===== src/rtl/back_ctrl_pipe_if.sv =====
// back_ctrl_pipe_if: token input/output handshake bundle plus request and status outputs
interface back_ctrl_pipe_if #(
   parameter int RN_W = 9,
   parameter int AW   = 7
);
   logic            in_valid;
   logic            in_ready;
   logic [RN_W-1:0] in_read_num;
   logic [5:0]      in_status;
   logic [AW-1:0]   in_rd_addr;
   logic [AW-1:0]   in_wr_addr;
   logic [AW-1:0]   in_mem_size;
   logic [63:0]     in_bk;
   logic [63:0]     in_bl;
   logic            out_valid;
   logic            out_ready;
   logic [RN_W-1:0] out_read_num;
   logic [5:0]      out_status;
   logic [AW-1:0]   out_rd_addr;
   logic [AW-1:0]   out_wr_addr;
   logic [AW-1:0]   out_mem_size;
   logic [63:0]     out_bk;
   logic [63:0]     out_bl;
   logic            request_valid;
   logic [41:0]     addr_k;
   logic [41:0]     addr_l;
   logic            finish_sign;
   logic [3:0]      in_flight;
   logic [15:0]     fin_count;
   modport master (
      output in_valid, in_read_num, in_status, in_rd_addr, in_wr_addr, in_mem_size, in_bk, in_bl, out_ready,
      input  in_ready, out_valid, out_read_num, out_status, out_rd_addr, out_wr_addr, out_mem_size, out_bk, out_bl,
      input  request_valid, addr_k, addr_l, finish_sign, in_flight, fin_count
   );
   modport slave (
      input  in_valid, in_read_num, in_status, in_rd_addr, in_wr_addr, in_mem_size, in_bk, in_bl, out_ready,
      output in_ready, out_valid, out_read_num, out_status, out_rd_addr, out_wr_addr, out_mem_size, out_bk, out_bl,
      output request_valid, addr_k, addr_l, finish_sign, in_flight, fin_count
   );
endinterface


===== src/rtl/back_ctrl_pipe.sv =====
// back_ctrl_pipe: DEPTH-stage elastic token pipeline with bubble collapse,
// memory-request strobe on ST_BWD tokens and completion counting on ST_FIN tokens.
module back_ctrl_pipe #(
   parameter int         DEPTH  = 3,
   parameter int         RN_W   = 9,
   parameter int         AW     = 7,
   parameter logic [5:0] ST_BWD = 6'd3,
   parameter logic [5:0] ST_FIN = 6'd63
) (
   input  logic clk,
   input  logic rst,
   input  logic stall,
   input  logic flush,
   back_ctrl_pipe_if.slave bus
);
   typedef struct packed {
      logic [RN_W-1:0] read_num;
      logic [5:0]      status;
      logic [AW-1:0]   rd_addr;
      logic [AW-1:0]   wr_addr;
      logic [AW-1:0]   mem_size;
      logic [63:0]     bk;
      logic [63:0]     bl;
   } tok_t;
   tok_t             st_q [DEPTH];
   tok_t             st_d [DEPTH];
   tok_t             in_tok;
   tok_t             out_tok;
   logic [DEPTH-1:0] v_q, v_d, ld;
   logic             go, in_hs, out_hs, out_v;
   logic [3:0]       in_flight_q, in_flight_d;
   logic [15:0]      fin_count_q, fin_count_d;
   always_comb begin
      go = !stall && !flush;
      // a stage moves when any stage from it to the tail has a hole, or the tail drains
      for (int s = 0; s < DEPTH; s++)
         ld[s] = go && (bus.out_ready || !(&(v_q | DEPTH'((1 << s) - 1))));
      in_tok.read_num = bus.in_read_num;
      in_tok.status   = bus.in_status;
      in_tok.rd_addr  = bus.in_rd_addr;
      in_tok.wr_addr  = bus.in_wr_addr;
      in_tok.mem_size = bus.in_mem_size;
      in_tok.bk       = bus.in_bk;
      in_tok.bl       = bus.in_bl;
      out_tok = st_q[DEPTH-1];
      out_v   = v_q[DEPTH-1];
      in_hs   = rst && bus.in_valid && ld[0];
      out_hs  = out_v && bus.out_ready && go;
      v_d[0]  = flush ? 1'b0 : (ld[0] ? bus.in_valid : v_q[0]);
      st_d[0] = ld[0] ? in_tok : st_q[0];
      for (int s = 1; s < DEPTH; s++) begin
         v_d[s]  = flush ? 1'b0 : (ld[s] ? v_q[s-1] : v_q[s]);
         st_d[s] = ld[s] ? st_q[s-1] : st_q[s];
      end
      in_flight_d = flush ? 4'd0 : in_flight_q + {3'd0, in_hs} - {3'd0, out_hs};
      fin_count_d = fin_count_q + {15'd0, out_hs && out_tok.status == ST_FIN};
   end
   always_ff @(posedge clk) begin
      if (!rst) begin
         v_q         <= '0;
         for (int s = 0; s < DEPTH; s++) st_q[s] <= '0;
         in_flight_q <= '0;
         fin_count_q <= '0;
      end else begin
         v_q         <= v_d;
         st_q        <= st_d;
         in_flight_q <= in_flight_d;
         fin_count_q <= fin_count_d;
      end
   end
   assign bus.in_ready      = rst && ld[0];
   assign bus.out_valid     = out_v;
   assign bus.out_read_num  = out_tok.read_num;
   assign bus.out_status    = out_tok.status;
   assign bus.out_rd_addr   = out_tok.rd_addr;
   assign bus.out_wr_addr   = out_tok.wr_addr;
   assign bus.out_mem_size  = out_tok.mem_size;
   assign bus.out_bk        = out_tok.bk;
   assign bus.out_bl        = out_tok.bl;
   assign bus.addr_k        = out_v ? out_tok.bk[47:6] : '0;
   assign bus.addr_l        = out_v ? out_tok.bl[47:6] : '0;
   assign bus.request_valid = rst && out_hs && out_tok.status == ST_BWD;
   assign bus.finish_sign   = rst && out_v && out_tok.status == ST_FIN;
   assign bus.in_flight     = in_flight_q;
   assign bus.fin_count     = fin_count_q;
endmodule


===== src/flat_wrapper.sv =====
// flat-port wrapper written by rule: the top's interface ports become plain ports
module back_ctrl_pipe_flat 
#(
   parameter int         DEPTH  = 3,
   parameter int         RN_W   = 9,
   parameter int         AW     = 7,
   parameter logic [5:0] ST_BWD = 6'd3,
   parameter logic [5:0] ST_FIN = 6'd63
)
  (clk, rst, stall, flush, bus_in_valid, bus_in_read_num, bus_in_status, bus_in_rd_addr, bus_in_wr_addr, bus_in_mem_size, bus_in_bk, bus_in_bl, bus_out_ready, bus_in_ready, bus_out_valid, bus_out_read_num, bus_out_status, bus_out_rd_addr, bus_out_wr_addr, bus_out_mem_size, bus_out_bk, bus_out_bl, bus_request_valid, bus_addr_k, bus_addr_l, bus_finish_sign, bus_in_flight, bus_fin_count);
  back_ctrl_pipe_if #(.RN_W(RN_W), .AW(AW)) bus_i ();
  input  logic clk;
  input  logic rst;
  input  logic stall;
  input  logic flush;
  input wire logic [$bits(bus_i.in_valid)-1:0] bus_in_valid;
  input wire logic [$bits(bus_i.in_read_num)-1:0] bus_in_read_num;
  input wire logic [$bits(bus_i.in_status)-1:0] bus_in_status;
  input wire logic [$bits(bus_i.in_rd_addr)-1:0] bus_in_rd_addr;
  input wire logic [$bits(bus_i.in_wr_addr)-1:0] bus_in_wr_addr;
  input wire logic [$bits(bus_i.in_mem_size)-1:0] bus_in_mem_size;
  input wire logic [$bits(bus_i.in_bk)-1:0] bus_in_bk;
  input wire logic [$bits(bus_i.in_bl)-1:0] bus_in_bl;
  input wire logic [$bits(bus_i.out_ready)-1:0] bus_out_ready;
  output wire logic [$bits(bus_i.in_ready)-1:0] bus_in_ready;
  output wire logic [$bits(bus_i.out_valid)-1:0] bus_out_valid;
  output wire logic [$bits(bus_i.out_read_num)-1:0] bus_out_read_num;
  output wire logic [$bits(bus_i.out_status)-1:0] bus_out_status;
  output wire logic [$bits(bus_i.out_rd_addr)-1:0] bus_out_rd_addr;
  output wire logic [$bits(bus_i.out_wr_addr)-1:0] bus_out_wr_addr;
  output wire logic [$bits(bus_i.out_mem_size)-1:0] bus_out_mem_size;
  output wire logic [$bits(bus_i.out_bk)-1:0] bus_out_bk;
  output wire logic [$bits(bus_i.out_bl)-1:0] bus_out_bl;
  output wire logic [$bits(bus_i.request_valid)-1:0] bus_request_valid;
  output wire logic [$bits(bus_i.addr_k)-1:0] bus_addr_k;
  output wire logic [$bits(bus_i.addr_l)-1:0] bus_addr_l;
  output wire logic [$bits(bus_i.finish_sign)-1:0] bus_finish_sign;
  output wire logic [$bits(bus_i.in_flight)-1:0] bus_in_flight;
  output wire logic [$bits(bus_i.fin_count)-1:0] bus_fin_count;
  assign bus_i.in_valid = bus_in_valid;
  assign bus_i.in_read_num = bus_in_read_num;
  assign bus_i.in_status = bus_in_status;
  assign bus_i.in_rd_addr = bus_in_rd_addr;
  assign bus_i.in_wr_addr = bus_in_wr_addr;
  assign bus_i.in_mem_size = bus_in_mem_size;
  assign bus_i.in_bk = bus_in_bk;
  assign bus_i.in_bl = bus_in_bl;
  assign bus_i.out_ready = bus_out_ready;
  assign bus_in_ready = bus_i.in_ready;
  assign bus_out_valid = bus_i.out_valid;
  assign bus_out_read_num = bus_i.out_read_num;
  assign bus_out_status = bus_i.out_status;
  assign bus_out_rd_addr = bus_i.out_rd_addr;
  assign bus_out_wr_addr = bus_i.out_wr_addr;
  assign bus_out_mem_size = bus_i.out_mem_size;
  assign bus_out_bk = bus_i.out_bk;
  assign bus_out_bl = bus_i.out_bl;
  assign bus_request_valid = bus_i.request_valid;
  assign bus_addr_k = bus_i.addr_k;
  assign bus_addr_l = bus_i.addr_l;
  assign bus_finish_sign = bus_i.finish_sign;
  assign bus_in_flight = bus_i.in_flight;
  assign bus_fin_count = bus_i.fin_count;
  back_ctrl_pipe #(.DEPTH(DEPTH), .RN_W(RN_W), .AW(AW), .ST_BWD(ST_BWD), .ST_FIN(ST_FIN)) u_core (.clk(clk), .rst(rst), .stall(stall), .flush(flush), .bus(bus_i));
endmodule

===== config.mk =====
export PLATFORM = sky130hd
export DESIGN_NAME = back_ctrl_pipe_flat
export DESIGN_NICKNAME = d
export VERILOG_FILES = /design/src/rtl/back_ctrl_pipe_if.sv /design/src/rtl/back_ctrl_pipe.sv /design/src/flat_wrapper.sv
export SDC_FILE = /design/constraint.sdc
export NUM_CORES = 1
export LEC_CHECK = 0
export CAP_MARGIN = 20
export CORE_UTILIZATION = 40
export DETAILED_ROUTE_END_ITERATION = 12
export GPL_TIMING_DRIVEN = 0
export PLACE_DENSITY_LB_ADDON = 0.1
export SETUP_SLACK_MARGIN = 0.05
export SLEW_MARGIN = 30
export SYNTH_ARGS = -nofsm -noshare
export SYNTH_HDL_FRONTEND = slang
export SYNTH_SLANG_ARGS = --single-unit

===== constraint.sdc =====
create_clock -name clk -period 4.1 [get_ports clk]
set_input_delay 0.41 -clock clk [delete_from_list [all_inputs] [get_ports clk]]
set_output_delay 0.41 -clock clk [all_outputs]
set_load 0.005 [all_outputs]

Word-level counts from Yosys, hierarchy flattened
Cells that the tools add are included.

word-level totals
  output and inout port bits = 272
  logic and storage cells = 59
  input bits = 170
  bits in latches = 0
  bits in read-only memories = 0
  flip-flop bits (word level) = 515
  bits in writable memories = 0
  memories = 0

operators by class
  muxes and demuxes = 2
  $add $sub $neg = 3
  multipliers = 0
  bitwise operators = 1
  div/mod/pow operators = 0
  reduce and logical (&&, ||, !) cells = 25
  equal/unequal tests = 2
  $lt $le $gt $ge = 0
  shift-type cells = 0

operator list
  cell                                                              number
  42-bit two-way mux                                                2
  16-bit by 1-bit adder with 16-bit output                          1
  1-bit logical AND                                                 14
  6-bit by 2-bit == test with 1-bit output (second input constant)  1
  6-bit == test (second input constant)                             1
  1-bit logical NOT                                                 5
  4-bit by 1-bit adder with 4-bit output                            1
  4-bit by 1-bit subtractor with 4-bit output                       1
  1-bit logical OR                                                  3
  3-bit AND reduction                                               1
  2-bit AND reduction                                               1
  2-bit OR reduction                                                1
  1-bit NOT                                                         1

Longest topological paths before layout
Gate-level depths: netlist (run 1).

  depth after elaboration = 7
  mapped depth = 11
  gate-level depth less buffers = 10

Worst setup path after synthesis (run 1)
No wires, ideal clock.

  path type = input -> register
  from = in stall
  to = reg u_core.fin_count_q[14], in the netlist u_core.bus.fin_count[14]
  setup time = 0.115 ns
  arrival time = 2.253 ns
  cell stages on the path = 10
  setup slack = 1.732 ns
  buffers on the path = 1
  path through = clkbuf_1 -> nor2_1 -> nand3_1 -> nor3_1 -> ha_1 -> ha_1 -> nand4_1 -> nor4_1 -> xor2_1 -> and2_1

between the ends
  word-level cells in the longest chain between the ends = 5

RTL lines
  item                                      RTL line              text
  from (decl)                               flat_wrapper.sv:14    input logic stall;
  1-bit logical NOT                         back_ctrl_pipe.sv:34  go = !stall && !flush;
  1-bit logical AND                         back_ctrl_pipe.sv:34
  1-bit logical AND                         back_ctrl_pipe.sv:48  out_hs = out_v && bus.out_ready && go;
  1-bit logical AND                         back_ctrl_pipe.sv:56  fin_count_d = fin_count_q + {15'd0, out_hs && out_tok.status == ST_FIN};
  16-bit by 1-bit adder with 16-bit output  back_ctrl_pipe.sv:56
  to (signal assigned)                      back_ctrl_pipe.sv:68  fin_count_q <= fin_count_d;
  to (decl)                                 back_ctrl_pipe.sv:32  logic [15:0] fin_count_q, fin_count_d;

No other way between the ends.
A chain may end at the register's enable or synchronous reset.

Final worst setup path (run 1)
  from = reg u_core.v_q[2]
  to = out bus_in_ready

between the ends
  word-level cells in the longest chain between the ends = 5

RTL lines
  item                    RTL line              text
  from (decl)             back_ctrl_pipe.sv:29  logic [DEPTH-1:0] v_q, v_d, ld;
  from (signal assigned)  back_ctrl_pipe.sv:65  v_q <= v_d;
  3-bit AND reduction     back_ctrl_pipe.sv:37  ld[s] = go && (bus.out_ready || !(&(v_q | DEPTH'((1 << s) - 1))));
  1-bit logical NOT       back_ctrl_pipe.sv:37
  1-bit logical OR        back_ctrl_pipe.sv:37
  1-bit logical AND       back_ctrl_pipe.sv:37
  1-bit logical AND       back_ctrl_pipe.sv:71  assign bus.in_ready = rst && ld[0];
  to (decl)               flat_wrapper.sv:25    output wire logic [$bits(bus_i.in_ready)-1:0] bus_in_ready;

No other way between the ends.

==> results of run 1 <==
worst max path at each step:
stage | start | slack, ns | to | depth (start not counted)
after detailed placement | bus_out_ready | 0.66 | u_core.bus.in_flight[2] | 11
after global placement | u_core.v_q[2] | 0.21 | u_core.bus.fin_count[14] | 9
after CTS | u_core.v_q[2] | 0.54 | bus_in_ready | 6
final | u_core.v_q[2] | 0.60 | bus_in_ready | 6
after global routing | u_core.v_q[2] | 0.44 | bus_in_ready | 6
after floorplan | stall | 1.73 | u_core.bus.fin_count[14] | 10
registers in the layout, indices dropped and copies added (netlist names):
signal                   cells
u_core.bus.in_flight         4
u_core.bus.out_wr_addr       7
u_core.bus.out_bl           64
u_core.st_q                328
u_core.bus.out_status        6
u_core.bus.out_bk           64
u_core.bus.out_rd_addr       7
u_core.v_q                   3
u_core.bus.fin_count        16
u_core.bus.out_mem_size      7
u_core.bus.out_read_num      9
through the flow:
stage	util	std cells	hold slack (ns)	instance area (um^2)
2_1_floorplan	-	2528	0.4310	21020
3_3_place_gp	0.5088	3647	0.4417	26260
3_5_place_dp	0.5091	3648	0.4449	26280
4_1_cts	0.5436	3747	0.2644	28060
5_1_grt	0.5438	3751	0.3476	28070
6_report	0.5440	3754	0.3138	28080
worst reg2reg max path: cells and delay by family, from the launching register on:
family	cells	cell delay [ns]
XOR/XNOR	1	0.10
adder cells (fa/ha/maj)	2	0.49
buffers and inverters	2	0.64
flip-flops	1	0.60
AND/OR/NAND/NOR	5	1.48
cells in the final DEF (no fill, tap or decap), types with 8 or more instances in the layout:
cell / instances
sky130_fd_sc_hd__nand2_1: 992
sky130_fd_sc_hd__dfxtp_1: 515
sky130_fd_sc_hd__clkdlybuf4s50_1: 439
sky130_fd_sc_hd__a21boi_0: 321
sky130_fd_sc_hd__buf_4: 180
sky130_fd_sc_hd__a21boi_1: 174
sky130_fd_sc_hd__and2_1: 98
sky130_fd_sc_hd__buf_2: 90
sky130_fd_sc_hd__clkbuf_1: 77
sky130_fd_sc_hd__clkbuf_16: 55
sky130_fd_sc_hd__clkbuf_8: 16
sky130_fd_sc_hd__clkinv_2: 12
sky130_fd_sc_hd__inv_1: 11
sky130_fd_sc_hd__xor2_1: 10
sky130_fd_sc_hd__nor3_1: 9
sky130_fd_sc_hd__nor2_1: 9
sky130_fd_sc_hd__nand3_1: 8
layout make-up:
class	count	area (um^2)	area share
well taps	680	850.8	0.03030
diodes	7	17.52	0.0006239
repair buffers	440	4405	0.1569
flip-flops and latches	515	10310	0.3672
inverters	11	41.29	0.001471
multi-input cells	1663	8606	0.3065
clock buffers	82	1638	0.05833
clock inverters	17	143.9	0.005125
plain buffers	339	2064	0.07353
layer usage:
layer	up-vias	global-route usage	wire [um]
li1	8902	-	-
met1	8056	0.2941	27130
met2	385	0.3679	28340
met3	71	0.03187	3147
met4	4	0.06643	1151
met5	-	0	26
cell families after synthesis:
group | Yosys count
XOR/XNOR | 14
adder cells (fa/ha/maj) | 8
flip-flops | 515
AND/OR/NAND/NOR | 1134
multiplexers | 1
buffers and inverters | 350
AO/OA/AOI/OAI | 506
where the power goes:
part           total, mW  internal, mW  switching [mW]
clock               4.86          2.87            1.99
combinational      0.711         0.339           0.373
sequential          5.17          5.11          0.0565
total               10.7          8.32            2.42
==> results, run 1 <==
- The run finished with clean final reports.
- The critical path goes through and2b_4 -> a311oi_2 -> buf_4 -> buf_4 -> and2_1 -> clkdlybuf4s50_1.
- The count of final max-slew check failures is 0.
- The post-synthesis register bit count is 515.
- The standard-cell row count is 83.
- For the final database, setup skew stands at 0.01429 ns.
- The number of cells on the worst hold path is 4.
- The dominant combinational cell family by area after synthesis is simple AND/OR/NAND/NOR gates.
- The number of setup violations in the final report is 0.
- The fraction of synthesized cell area taken by the top area cell type is 0.4905.
- The number of setup buffers added after CTS is 0.
- CTS saw 515 sinks.
- The initial utilization of the core area, before any placement, comes to 0.4072.
- The total wire length after detailed routing is 59.80 mm.
- Measured against the total synthesized area, the mux share comes to 0.0004762.
- The synthesis-to-finish area growth is 33.59%.
- Of the total synthesized cell area, the portion taken by AND, OR, NAND and NOR gates is 0.2176.
- The congestion estimate from routability-driven global placement came to 0.8192.
- The critical path data arrival time is 3.09 ns.
- The start point of the worst min-delay path is stall.
- In this run the tightest slew margin relative to its limit is 0.3562.
- The remaining antenna violation count after routing is 0.
- Dividing the synthesized area by the synthesized cell count gives 8.314 um^2.
- The post-synthesis net count is 2706.
- The area of the core is 51610 um^2.
- Clock tree synthesis selected as its root buffer the cell sky130_fd_sc_hd__clkbuf_16.
- The TritonCTS clock tree is done.
- The XOR/XNOR share of the synthesized area is 0.005834.
- The path with the worst hold slack has its endpoint at u_core.v_q[1].
- The synthesized design contains 0 enable-type register cells.
- After synthesis, the cell types taking the most area are sky130_fd_sc_hd__dfxtp_1 49%, sky130_fd_sc_hd__nand2_1 18%, sky130_fd_sc_hd__a21boi_0 11%.
- The hold violation count in the final report came to 0.
- The pin slew with the least headroom to its limit is 0.9656 ns.
- The cell count after synthesis came out at 2528.
- The clock latency reported for the late side of the worst-skew pair is 0.59 ns.
- In this run the critical register-to-register path is launched from u_core.v_q[2].
- Synthesis instantiated 31 different standard cells from the library.
- The routed layout has 17420 vias.
- The worst path required time is 3.69 ns.
- The share of the yosys chip area belonging to registers is 0.4905.
- The sum of internal, switching and leakage power is 10.74 mW.
- The clock transition at the registers of the reported paths is 0.06 ns.
- The via density per instance is 4.640.
- The number of cells upsized or downsized after cts is 0.
- The area of the mapped netlist is 21020 um^2.
- The via count of the first global-routing pass came to 16840.
- Yosys printed 0 warnings.
- The sum of overflow across all layers after global routing is 0.
- The leakage power of the design is 10.30 nW.
- The worst register-to-register path ends at u_core.bus.fin_count[14].
- The minimum setup slack after placement is 0.6639 ns.
- The die footprint is 53470 um^2.
- After detailed routing, the average wire length per cell comes to 15.93 um.
- The path depth of the worst reg2reg path is 10.
- The count of nets after finishing is 3202.
- For this run, the slowest stage of the critical path takes 0.61 ns.
- By instance count, the leading cell after synthesis is sky130_fd_sc_hd__nand2_1.
- Setup repair after global routing left no endpoint under its margin.
- Measured along the x axis, the die boundary spans 231.2 um.
- The first-pass iteration count of the detailed router is 5.
- Fill cells in the final layout number 4928.
- The setup check on the worst reg-to-reg path leaves a slack of 0.67 ns.
- The power density over the cells is 382.4 nW/um^2.
- The total negative setup slack is 0 ns.
- The worst setup path is launched from a flip-flop.
- STA classifies the critical path endpoint as an output port.
- The category of cells accounting for the largest share of critical-path delay is buffers and inverters.
- The cts-stage hold buffer count is 0.
- For this run, design rule violations remaining after detail routing come to 0.
- The cell occurring most often along the worst timing path is sky130_fd_sc_hd__buf_4.
- In this run the tool buffered the top-level ports with 439 buffer cells.
- Entering global routing, the biggest net connects 14 pins.
- The initial antenna violation count is 9.
- The worst hold path class is input port to flip-flop.
- The fraction of the mapped netlist area in compound gates is 0.1804.
- Along the worst path, the maximum fanout reaches 10.
- The first global-routing pass estimated 91.99 mm of wire.
- The share of final-layout standard cells stronger than drive strength 1 is 0.1187.
- In this run the deepest clock path goes through 3 buffers.
- The HPWL after detailed placement is 45.80 mm.
- Dividing the final minimum period by the clock period gives 0.8546.
- The library cell with the largest summed area after synthesis is sky130_fd_sc_hd__dfxtp_1.
- The smallest setup slack after layout is 0.5962 ns.
- The synthesized-area fraction occupied by adder cells is 0.005120.
- The number of buffers created by CTS is 54.
- During I/O placement, the number of pins put on the boundary was 442.
- Across the run, the number of max-cap violations was 0.
- In the synthesized netlist the async set-or-reset flop fraction comes to 0.
- The worst path in the final design needs a cycle of 3.504 ns, including I/O delays and setup.
- The global-route total usage across every layer is 0.2207.
- Based on the critical path, the design can be clocked at up to 285.4 MHz.
- The count of routing violations after the opening detailed-route iteration is 864.
- The commonest cells after synthesis are 992 x sky130_fd_sc_hd__nand2_1, 515 x sky130_fd_sc_hd__dfxtp_1, 321 x sky130_fd_sc_hd__a21boi_0, 180 x sky130_fd_sc_hd__buf_4, 174 x sky130_fd_sc_hd__a21boi_1.
- CTS built an H-tree with a depth of 2.
- Measured along the y axis, the die boundary spans 231.2 um.
- The combined buffer and inverter count along the critical path is 3.
- The category of the most critical setup path is flip-flop to output port.
- The slowest stage of the critical path belongs to the cell sky130_fd_sc_hd__a311oi_2.
- The top flip-flop cell by instance count after synthesis is sky130_fd_sc_hd__dfxtp_1.
- IR analysis of the VDD net gives a maximum drop of 0.2677 mV.
Note: power is estimated with default switching activity, not from simulation.
==> inputs of run 2 (changes only) <==
- CORE_UTILIZATION: 40 -> 45
==> run 2 against run 1 <==
Sequential power hardly changed; final cell count fell by 2.3%; non-clock buffer count stayed put; hold slack got worse by 0.020 ns; register-to-register slack got worse by 0.29 ns; via count rose by 0.84%; clock power decreased by 2%; sequential share of layout area increased by 0.24 points; global-route usage grew 2.2 points; fmax is 6.9% lower.
==> results, run 2 (synthesis gave the netlist of run 1 again) <==
- Internal power comes to 8.252 mW.
- Subtracting the final worst setup slack from the clock period gives 3.764 ns.
- On the final layout, the worst clock skew is 0.01657 ns.
- The met3 routing resource usage after global routing is 0.04454.
- In the final routed layout, each cell accounts on average for 15.98 um.
- The count of nets after finishing is 3200.
- In the finished design, the share of the clock period the worst path needs comes to 0.9179.
- At the worst endpoint, the required time is 3.69 ns.
- Once detail routing completed, the nets flagged for antenna violations numbered 0.
- The core region is 45670 um^2.
- For this design, the sink count on the clock tree is 515.
- During I/O placement, the number of pins put on the boundary was 442.
- The H-tree was split into 2 levels.
- After detailed routing, the number of vias per cell comes to 4.791.
- The initial antenna violation count came to 10.
- The standard-cell row count is 78.
- The die covers 47570 um^2.
- Leaving out fill and tap cells, the most frequent cells in the layout are 992 x sky130_fd_sc_hd__nand2_1, 515 x sky130_fd_sc_hd__dfxtp_1, 439 x sky130_fd_sc_hd__clkdlybuf4s50_1.
- The fmax is 265.7 MHz.
- Clock tree synthesis inserted a total of 52 buffers.
- The layer with the highest usage is met2.
- The placed instances occupy a cell area of 26160 um^2.
- The number of buffer cells added on primary ports is 439.
- For hold timing, the worst endpoint is u_core.v_q[1].
- The number of cells on the worst reg-to-reg path is 9.
- The routed layout has 17560 vias.
- In this run the tightest slew margin relative to its limit is 0.3037.
- The total negative setup slack is 0 ns.
- The area growth from synthesis to layout is 32.73%.
- The share of total power dissipated in combinational logic is 0.067.
- The global-route wire length before repair is 90.46 mm.
- The worst hold path class is input port to flip-flop.
- The hold violation count in the final report is 0.
- For met2 alone, demand over resource in global routing was 0.4060.
- For this run, global-route usage on met1 was measured as 0.3163.
- Of all nets on the critical path, the largest fanout is 10.
- Setup repair after global routing left no endpoint under its margin.
- The placer congestion estimate is 0.8287.
- Once layout is complete, the utilization of the core stands at 0.6108.
- After routing the design area is 27900 um^2.
- At the later pin of the worst-skew pair, clock insertion delay measures 0.59 ns.
- Entering global routing, the biggest net connects 15 pins.
- For this block, the routed nets add up to 58.59 mm of wire.
- The number of cells upsized or downsized after cts is 0.
- The number of cells on the worst hold path is 4.
- The count of final max-slew check failures is 0.
- Setup violations remaining at the end of the flow were counted as 0.
- The overall die height is 218.1 um.
- The initial utilization of the core area, before any placement, comes to 0.4602.
- The flip-flop count of the largest register after layout is 328.
- TritonCTS built the clock tree.
- IR analysis of the VDD net gives a maximum drop of 0.3108 mV.
- Once layout is complete, the cells apart from fillers number 3666.
- The worst flop-to-flop path endpoint is u_core.bus.fin_count[14].
- The maximum root-to-sink buffer count is 3.
- The first-pass iteration count of the detailed router is 6.
- Measured along the x axis, the die boundary spans 218.1 um.
- The clock transition at the registers of the reported paths is 0.06 ns.
- The cts-stage hold buffer count is 0.
- The cell count after placement is 3567.
- For the pin with the worst max-slew slack, the measured transition is 1.044 ns.
- The post-CTS setup buffer count is 0.
- Once detailed placement completed, the half-perimeter wirelength came to 44.42 mm.
- In the routed design, unresolved DRC markers number 0.
- After global routing the overflow that remains totals 0.
- In this run the critical register-to-register path is launched from u_core.v_q[2].
- The flow ran to the end, and the final reports show no timing, DRC or antenna violations.
- The element type at the critical path start is a flip-flop.
- Of the cells placed in the final design, the portion with a size suffix greater than 1 is 0.1154.
- Of the total power, the share spent switching nets is 0.2243.
- The via count of the first global-routing pass is 16980.
- The start point of the worst min-delay path is stall.
- The category of the most critical setup path is flip-flop to output port.
- The max-cap violation count is 0.
- The library cell used most frequently in the layout, excluding fill and tap cells, is sky130_fd_sc_hd__nand2_1.
- The reg2reg setup slack is 0.38 ns.
- The clock share of power is 0.447.
- The fraction of power consumed by sequential logic is 0.486.
- The root cell of the clock tree is sky130_fd_sc_hd__clkbuf_16.
- Tracing the worst setup path back leads to its startpoint at u_core.v_q[2].
- The critical path data arrival time is 3.35 ns.
- The worst setup path is captured at an output port.
- The power density over the cells is 381.3 nW/um^2.
- For this design the total switching power over the nets is 2.386 mW.
- The leakage power of the design is 10.25 nW.
- The count of routing violations after the opening detailed-route iteration is 855.
- In the global route stage, overall resource usage came out at 0.2431.
- The register with the most flip-flops in the final layout is u_core.st_q.
## run 2: routing by layer
layer | vias up | wire [um]
li1 | 8900 | -
met1 | 8168 | 26340
met2 | 403 | 27600
met3 | 87 | 3184
met4 | 6 | 1418
met5 | - | 37
## run 2: layout make-up
class	count	area, um^2
Fill cell	4069	17780
Sequential cell	515	10310
Multi-Input combinational cell	1663	8606
Timing Repair Buffer	440	4405
Buffer	339	2061
Clock buffer	75	1509
Tap cell	600	750.7
Clock inverter	17	198.9
Inverter	11	41.29
Antenna cell	6	15.01
## run 2: worst max-delay path by stage
stage                               end  slack, ns  cells past startpoint
2_1_floorplan  u_core.bus.fin_count[14]       1.73                     10
3_3_place_gp   u_core.bus.fin_count[14]       0.43                      9
3_5_place_dp   u_core.bus.fin_count[14]       0.36                      9
4_1_cts               bus_request_valid       0.30                      4
5_1_grt        u_core.bus.fin_count[14]       0.14                      9
6_report              bus_request_valid       0.34                      4
## run 2: worst max-delay path: stages (launching register included)
cell and delay, ns:
sky130_fd_sc_hd__dfxtp_1 0.55, sky130_fd_sc_hd__clkbuf_1 0.78, sky130_fd_sc_hd__nand3_1 0.46, sky130_fd_sc_hd__nor3_1 0.39, sky130_fd_sc_hd__clkdlybuf4s50_1 0.58
## run 2: power groups by stage
stage / sequential, mW / clock (mW) / combinational [mW]
2_1_floorplan: 5.26 / 0 / 0.380
3_3_place_gp: 5.28 / 0 / 0.701
3_5_place_dp: 5.28 / 0 / 0.713
4_1_cts: 5.17 / 4.84 / 0.717
5_1_grt: 5.18 / 5.08 / 0.780
6_report: 5.17 / 4.76 / 0.711
## run 2: through the flow
step | hold WS, ns | setup WS (ns) | power, mW
2_1_floorplan | 0.4310 | 1.732 | 5.643
3_3_place_gp | 0.4341 | 0.4332 | 5.976
3_5_place_dp | 0.4449 | 0.3591 | 5.991
4_1_cts | 0.2665 | 0.3011 | 10.72
5_1_grt | 0.3046 | 0.1407 | 11.04
6_report | 0.2940 | 0.3364 | 10.64
